`config.mk`:
```
export PLATFORM = sky130hd
export DESIGN_NAME = npu_input_ctrl_flat
export DESIGN_NICKNAME = d
export VERILOG_FILES = /design/src/rtl/npu_input_ctrl_if.sv /design/src/rtl/npu_input_ctrl.sv /design/src/flat_wrapper.sv
export SDC_FILE = /design/constraint.sdc
export NUM_CORES = 1
export LEC_CHECK = 0
export ABC_AREA = 1
export BUFFER_PORTS_ARGS = -buffer_cell sky130_fd_sc_hd__buf_2
export CORE_MARGIN = 10
export CORE_UTILIZATION = 40
export CTS_BUF_LIST = sky130_fd_sc_hd__clkbuf_4
export CTS_CLUSTER_SIZE = 24
export DETAILED_ROUTE_END_ITERATION = 10
export MAX_ROUTING_LAYER = met4
export PLACE_DENSITY = 0.67
export SYNTH_ARGS = -nofsm -noshare
export SYNTH_HDL_FRONTEND = slang
export SYNTH_SLANG_ARGS = --single-unit
```
`constraint.sdc`:
```
create_clock -name CLK -period 2.8 [get_ports CLK]
set_clock_uncertainty 0.1 [all_clocks]
set_input_delay 0.56 -clock CLK [delete_from_list [all_inputs] [get_ports CLK]]
set_output_delay 0.56 -clock CLK [all_outputs]
set_load 0.1 [all_outputs]
```
`src/rtl/npu_input_ctrl_if.sv`:
```
// npu_input_ctrl_if: command, CPU beat, PE demand and FIFO/format-register signals of the NPU input sequencer
// slave modport = sequencer side, master modport = CPU/PE/FIFO environment side
interface npu_input_ctrl_if #(
  parameter int CNT_W = 8,
  parameter int LVL_W = 5
);
  logic             cmd_valid;
  logic             cmd_ready;
  logic [15:0]      cmd_format;
  logic [CNT_W-1:0] cmd_count;
  logic             cmd_abort;
  logic             in_valid;
  logic             in_ready;
  logic [32:0]      in_data;
  logic             pe_req;
  logic             pe_data_valid;
  logic             npu_input_rst;
  logic             npu_input_interface_conf_data_en;
  logic [15:0]      npu_input_interface_conf_data;
  logic             npu_input_fifo_write_en;
  logic [32:0]      npu_input_data;
  logic             npu_input_fifo_read_en;
  logic             npu_input_fifo_full;
  logic             npu_input_fifo_empty;
  logic [LVL_W-1:0] fifo_level;
  logic             busy;
  logic             batch_done;
  logic             stall_err;
  modport slave (
    input  cmd_valid, cmd_format, cmd_count, cmd_abort, in_valid, in_data, pe_req,
           npu_input_fifo_full, npu_input_fifo_empty,
    output cmd_ready, in_ready, pe_data_valid, npu_input_rst, npu_input_interface_conf_data_en,
           npu_input_interface_conf_data, npu_input_fifo_write_en, npu_input_data,
           npu_input_fifo_read_en, fifo_level, busy, batch_done, stall_err
  );
  modport master (
    output cmd_valid, cmd_format, cmd_count, cmd_abort, in_valid, in_data, pe_req,
           npu_input_fifo_full, npu_input_fifo_empty,
    input  cmd_ready, in_ready, pe_data_valid, npu_input_rst, npu_input_interface_conf_data_en,
           npu_input_interface_conf_data, npu_input_fifo_write_en, npu_input_data,
           npu_input_fifo_read_en, fifo_level, busy, batch_done, stall_err
  );
endinterface

```
`src/rtl/npu_input_ctrl.sv`:
```
// npu_input_ctrl: batch sequencer for the NPU input interface (format register, input FIFO, flush)
// Ports: CLK, npu_rst_n (async active-low), io (npu_input_ctrl_if.slave: command, CPU beats, PE demand, FIFO control, status)
module npu_input_ctrl #(
  parameter int CNT_W      = 8,
  parameter int FIFO_DEPTH = 16,
  parameter int TIMEOUT    = 1023
) (
  input logic              CLK,
  input logic              npu_rst_n,
  npu_input_ctrl_if.slave  io
);
  localparam int LW = $clog2(FIFO_DEPTH) + 1;
  localparam int TW = $clog2(TIMEOUT + 1);
  localparam logic [1:0] IDLE = 2'd0, CONFIG = 2'd1, RUN = 2'd2, FLUSH = 2'd3;
  logic [1:0]       state_q, state_d;
  logic [CNT_W-1:0] cnt_q, cnt_d, wr_q, wr_d, rd_q, rd_d;
  logic [15:0]      fmt_q, fmt_d;
  logic [LW-1:0]    lvl_q, lvl_d;
  logic [TW-1:0]    tmr_q, tmr_d;
  logic             err_q, err_d, zdone_q, zdone_d, pdv_q, rst_q;
  logic             run, abort, accept, wr_en, rd_en, last, idle_cyc;
  assign run      = state_q == RUN;
  assign abort    = io.cmd_abort & (state_q != IDLE);
  assign accept   = io.cmd_valid & (state_q == IDLE);
  // abort wins over traffic: neither handshake completes in the abort cycle
  assign io.in_ready = run & !abort & !io.npu_input_fifo_full & (lvl_q < LW'(FIFO_DEPTH)) & (wr_q < cnt_q);
  assign wr_en    = io.in_valid & io.in_ready;
  assign rd_en    = run & !abort & io.pe_req & !io.npu_input_fifo_empty & (lvl_q != '0) & (rd_q < cnt_q);
  // the final read's data is presented while rd_q already equals the count
  assign last     = run & pdv_q & (rd_q == cnt_q);
  assign idle_cyc = run & !wr_en & !rd_en;
  assign io.cmd_ready                        = state_q == IDLE;
  assign io.pe_data_valid                    = pdv_q;
  assign io.npu_input_rst                    = rst_q;
  assign io.npu_input_interface_conf_data_en = state_q == CONFIG;
  assign io.npu_input_interface_conf_data    = fmt_q;
  assign io.npu_input_fifo_write_en          = wr_en;
  assign io.npu_input_data                   = io.in_data;
  assign io.npu_input_fifo_read_en           = rd_en;
  assign io.fifo_level                       = lvl_q;
  assign io.busy                             = state_q != IDLE;
  assign io.batch_done                       = zdone_q | (last & !abort);
  assign io.stall_err                        = err_q;
  always_comb begin
    state_d = state_q;
    cnt_d   = cnt_q;
    fmt_d   = fmt_q;
    wr_d    = wr_q + CNT_W'(wr_en);
    rd_d    = rd_q + CNT_W'(rd_en);
    lvl_d   = lvl_q + LW'(wr_en) - LW'(rd_en);
    tmr_d   = idle_cyc ? ((tmr_q == TW'(TIMEOUT)) ? tmr_q : tmr_q + TW'(1)) : '0;
    err_d   = err_q | (idle_cyc & (tmr_q == TW'(TIMEOUT - 1)));
    zdone_d = accept & (io.cmd_count == '0);
    if (accept) begin
      cnt_d   = io.cmd_count;
      fmt_d   = io.cmd_format;
      wr_d    = '0;
      rd_d    = '0;
      lvl_d   = '0;
      err_d   = 1'b0;
      state_d = (io.cmd_count == '0) ? IDLE : CONFIG;
    end else if (abort) begin
      wr_d    = '0;
      rd_d    = '0;
      lvl_d   = '0;
      state_d = FLUSH;
    end else if (state_q == CONFIG) begin
      state_d = RUN;
    end else if (state_q == FLUSH || last) begin
      state_d = IDLE;
    end
  end
  always_ff @(posedge CLK or negedge npu_rst_n) begin
    if (!npu_rst_n) begin
      state_q <= IDLE;
      cnt_q   <= '0;
      fmt_q   <= '0;
      wr_q    <= '0;
      rd_q    <= '0;
      lvl_q   <= '0;
      tmr_q   <= '0;
      err_q   <= 1'b0;
      zdone_q <= 1'b0;
      pdv_q   <= 1'b0;
      rst_q   <= 1'b1;
    end else begin
      state_q <= state_d;
      cnt_q   <= cnt_d;
      fmt_q   <= fmt_d;
      wr_q    <= wr_d;
      rd_q    <= rd_d;
      lvl_q   <= lvl_d;
      tmr_q   <= tmr_d;
      err_q   <= err_d;
      zdone_q <= zdone_d;
      pdv_q   <= rd_en;
      rst_q   <= abort;
    end
  end
endmodule

```
`src/flat_wrapper.sv`:
```
// flat-port wrapper written by rule: the top's interface ports become plain ports
module npu_input_ctrl_flat 
#(
  parameter int CNT_W      = 8,
  parameter int FIFO_DEPTH = 16,
  parameter int TIMEOUT    = 1023
)
  (CLK, npu_rst_n, io_cmd_valid, io_cmd_format, io_cmd_count, io_cmd_abort, io_in_valid, io_in_data, io_pe_req, io_npu_input_fifo_full, io_npu_input_fifo_empty, io_cmd_ready, io_in_ready, io_pe_data_valid, io_npu_input_rst, io_npu_input_interface_conf_data_en, io_npu_input_interface_conf_data, io_npu_input_fifo_write_en, io_npu_input_data, io_npu_input_fifo_read_en, io_fifo_level, io_busy, io_batch_done, io_stall_err);
  npu_input_ctrl_if #(.CNT_W(CNT_W)) io_i ();
  input logic CLK;
  input logic npu_rst_n;
  input wire logic [$bits(io_i.cmd_valid)-1:0] io_cmd_valid;
  input wire logic [$bits(io_i.cmd_format)-1:0] io_cmd_format;
  input wire logic [$bits(io_i.cmd_count)-1:0] io_cmd_count;
  input wire logic [$bits(io_i.cmd_abort)-1:0] io_cmd_abort;
  input wire logic [$bits(io_i.in_valid)-1:0] io_in_valid;
  input wire logic [$bits(io_i.in_data)-1:0] io_in_data;
  input wire logic [$bits(io_i.pe_req)-1:0] io_pe_req;
  input wire logic [$bits(io_i.npu_input_fifo_full)-1:0] io_npu_input_fifo_full;
  input wire logic [$bits(io_i.npu_input_fifo_empty)-1:0] io_npu_input_fifo_empty;
  output wire logic [$bits(io_i.cmd_ready)-1:0] io_cmd_ready;
  output wire logic [$bits(io_i.in_ready)-1:0] io_in_ready;
  output wire logic [$bits(io_i.pe_data_valid)-1:0] io_pe_data_valid;
  output wire logic [$bits(io_i.npu_input_rst)-1:0] io_npu_input_rst;
  output wire logic [$bits(io_i.npu_input_interface_conf_data_en)-1:0] io_npu_input_interface_conf_data_en;
  output wire logic [$bits(io_i.npu_input_interface_conf_data)-1:0] io_npu_input_interface_conf_data;
  output wire logic [$bits(io_i.npu_input_fifo_write_en)-1:0] io_npu_input_fifo_write_en;
  output wire logic [$bits(io_i.npu_input_data)-1:0] io_npu_input_data;
  output wire logic [$bits(io_i.npu_input_fifo_read_en)-1:0] io_npu_input_fifo_read_en;
  output wire logic [$bits(io_i.fifo_level)-1:0] io_fifo_level;
  output wire logic [$bits(io_i.busy)-1:0] io_busy;
  output wire logic [$bits(io_i.batch_done)-1:0] io_batch_done;
  output wire logic [$bits(io_i.stall_err)-1:0] io_stall_err;
  assign io_i.cmd_valid = io_cmd_valid;
  assign io_i.cmd_format = io_cmd_format;
  assign io_i.cmd_count = io_cmd_count;
  assign io_i.cmd_abort = io_cmd_abort;
  assign io_i.in_valid = io_in_valid;
  assign io_i.in_data = io_in_data;
  assign io_i.pe_req = io_pe_req;
  assign io_i.npu_input_fifo_full = io_npu_input_fifo_full;
  assign io_i.npu_input_fifo_empty = io_npu_input_fifo_empty;
  assign io_cmd_ready = io_i.cmd_ready;
  assign io_in_ready = io_i.in_ready;
  assign io_pe_data_valid = io_i.pe_data_valid;
  assign io_npu_input_rst = io_i.npu_input_rst;
  assign io_npu_input_interface_conf_data_en = io_i.npu_input_interface_conf_data_en;
  assign io_npu_input_interface_conf_data = io_i.npu_input_interface_conf_data;
  assign io_npu_input_fifo_write_en = io_i.npu_input_fifo_write_en;
  assign io_npu_input_data = io_i.npu_input_data;
  assign io_npu_input_fifo_read_en = io_i.npu_input_fifo_read_en;
  assign io_fifo_level = io_i.fifo_level;
  assign io_busy = io_i.busy;
  assign io_batch_done = io_i.batch_done;
  assign io_stall_err = io_i.stall_err;
  npu_input_ctrl #(.CNT_W(CNT_W), .FIFO_DEPTH(FIFO_DEPTH), .TIMEOUT(TIMEOUT)) u_core (.CLK(CLK), .npu_rst_n(npu_rst_n), .io(io_i));
endmodule
```
==> metrics <==
status=finished clean; Max IR drop VDD=0.000845 V; register area share after synthesis=0.424; CTS max path bufs=2; Hold WC Path Type=in -> async; 1st-iter DRT viols=80; final setup margin=0.124 ns; FMAX=0.374 GHz; Lkg Pwr=roughly 0.0021 uW; register area=approximately 0.0015 sq mm; synthesized area per cell=8.67 sq um; vias in the first global route=2934; Post-CTS Hold Buffers=0; CP Max Fanout=3; minimum clock period after layout=2.68 ns; Setup Crit Path Kind=reg -> out; Post-Layout Cell Count=~570; dpl ws=0.00548 ns; Core Area=about 0.009 sq mm; die width=around 110 um; Synthesized Nets=508; Final ANT Viol Nets=0; WP data required=2.14 ns; # clock sinks=61; Routed WL=7.96 mm; crit start category=flop; Port Buffers=62; Ys Warns=0; starting density of the core=0.411; vias post-DR=2748; Reg clk slew, reported paths=0.11 ns; HPWL reported at the end of detailed placement=~6.1 mm; CTS tree=done; Wirelength per Cell=~14 um; number of synthesized register bits=61; r2r worst-path depth=15; ys flop type=dfrtp_1; Async SR Flop Fraction=1.00; Worst Hold Slack=between 0.03 and 0.04 ns; final setup fails=0; max-slew violations=0; Mapped Cells=about 420; utilization after layout=0.465; Worst Setup End Kind=output port; maxcap violations=0; Worst-Margin Slew=0.685 ns; H-tree depth=3; DRC=0; die height=between 100 and 150 um; GRT Util Overall=0.133; number of cell rows=34; first-pass GRT wire length=14.0 mm; worst path arrival time=around 2.0 ns; mapped cell area=0.00360 sq mm; die area=0.0132 sq mm; clock insertion delay at the later pin of the skew report=approximately 0.40 ns; RePlAce Congestion=a little under 0.9; initial antenna violation count=0; Final Cycle Share=0.956; TritonRoute pass-1 iters=4; Layout area overhead=13.1%; final hold vios=0; Multi-input gate area=0.00163 sq mm; total CTS buffers=9; fraction of layout cells with a size suffix above 1=0.305; DR vias/cell=4.81; Placed Cells=552; diode count=0; EDFF count, synth=0; nets=550; slew margin rel.=0.542; total gr overflow=0; pwr/cell area=1030 mW/mm^2; Netlist cell types=40; RSZ-0062 raised after global routing=true; pin count of the biggest net entering global routing=42; I/O pins=about 130; CTS root buf=clkbuf_4; # fillers=851
## metrics by stage
step	power [uW]	TNS, ns	area [sq um]
floorplan	3300	-0.0271	3620
global route	4490	-0.0736	4080
CTS	4250	0	4030
detailed placement	3520	0	3870
finish	4210	0	4080
global placement	3470	0	3870
## layer usage
metal | GRT usage | vias to the layer above | wire [um]
met5 | - | - | 0
met4 | 0.0388 | 0 | 93
met3 | 0.0505 | 14 | 551
met2 | 0.211 | 82 | 3880
met1 | 0.152 | 1278 | 3430
li1 | - | 1374 | -
## what timing repair did
item,CTS,global route
setup endpoints to repair,1,5
cloned,0,0
resized for setup,1,11
pin swaps,0,4
setup buffers,0,3
## cell usage in the layout (no fill, tap or decap), types with 5 or more instances in the layout
master and n:
inv_1 46, clkbuf_4 12, a21oi_1 17, xnor2_1 5, nor2_4 7, ha_1 24
nand3_1 11, buf_4 6, nor2_1 22, nand2_1 105, a21oi_2 6, buf_2 58
nor2_2 11, o21ai_0 15, dfrtp_1 55
## critical path: stages (launching register included)
cell,delay [ns]
dfrtp_1,0.38
inv_1,0.11
ha_1,0.26
nand2_1,0.06
inv_1,0.03
o21bai_1,0.17
nand3_2,0.16
nor2_2,0.22
buf_12,0.20
## where the power goes
part | leakage [uW] | internal (uW) | switching [uW]
logic | 0.00123 | 462 | 1810
clock network | 0.0000822 | 377 | 327
registers | 0.000796 | 1110 | 131
total | 0.00211 | 1940 | 2260
## cell type report
cell class	count	area share
Clock inverter	5	0.0184
Clock buffer	11	0.0203
Timing Repair Buffer	69	0.102
Multi-Input combinational cell	265	0.400
Sequential cell	61	0.377
Tap cell	108	0.0331
Inverter	52	0.0494
## cells by family (layout without fill, tap and decap cells)
family,count (synthesis),count (layout),share of synthesized area
xor gates and xnor gates,7,7,0.0170
AOI/OAI and AO/OA,47,47,0.0774
and+or+nand+nor,184,184,0.256
buffers and inverters,90,137,0.130
adders and majority gates,27,27,0.0958
DFF,61,61,0.424
## final timing paths
kind                                                                           endpoint                                                    start  slack (ns)
worst max register to register                        u_core.io.fifo_level[4]$_DFF_PN0_                                 u_core.wr_q[7]$_DFF_PN0_        0.17
worst max-delay path                                          io_npu_input_fifo_read_en                              u_core.cnt_q[5]$_DFFE_PN0P_        0.12
worst min register to register  u_core.io.npu_input_interface_conf_data[15]$_DFFE_PN0P_  u_core.io.npu_input_interface_conf_data[15]$_DFFE_PN0P_        0.38
worst min-delay path            u_core.io.npu_input_interface_conf_data[14]$_DFFE_PN0P_                                                npu_rst_n        0.04
max in group asynchronous                                      u_core.wr_q[2]$_DFF_PN0_                                                npu_rst_n        1.95
min in group CLK                 u_core.io.npu_input_interface_conf_data[8]$_DFFE_PN0P_                                         io_cmd_format[8]        0.24
## synthesized netlist by cell type, types with 2 or more instances
cell | instances | area (sq um)
nand3_4 | 2 | 35.0
o21ai_0 | 15 | 75.1
a31oi_1 | 2 | 12.5
inv_1 | 47 | 176
xnor2_1 | 5 | 43.8
nand3_1 | 11 | 55.1
nor3b_1 | 2 | 15.0
nor2_1 | 24 | 90.1
a21oi_1 | 18 | 90.1
nand4_1 | 4 | 25.0
nor2_2 | 9 | 56.3
buf_4 | 33 | 248
a21oi_2 | 5 | 43.8
ha_1 | 26 | 325
nor2_4 | 7 | 78.8
nand2_2 | 2 | 12.5
dfrtp_1 | 60 | 1500
inv_2 | 3 | 11.3
xor2_1 | 2 | 17.5
o21ai_1 | 3 | 15.0
nand2_1 | 107 | 402
o21bai_1 | 2 | 15.0
nor3_2 | 4 | 40.0
buf_2 | 4 | 20.0
nor4_1 | 2 | 12.5
clkinv_2 | 2 | 10.0
nand3_2 | 2 | 20.0
## flip-flops by register name, indices dropped and copies added (netlist names)
register                                 flops
u_core.cnt_q                                 8
u_core.io.fifo_level                         5
u_core.io.npu_input_interface_conf_data     16
u_core.io.npu_input_rst                      1
u_core.io.pe_data_valid                      1
u_core.io.stall_err                          1
u_core.rd_q                                  8
u_core.state_q                               2
u_core.tmr_q                                10
u_core.wr_q                                  8
u_core.zdone_q                               1
(Power assumes the default switching activity.)
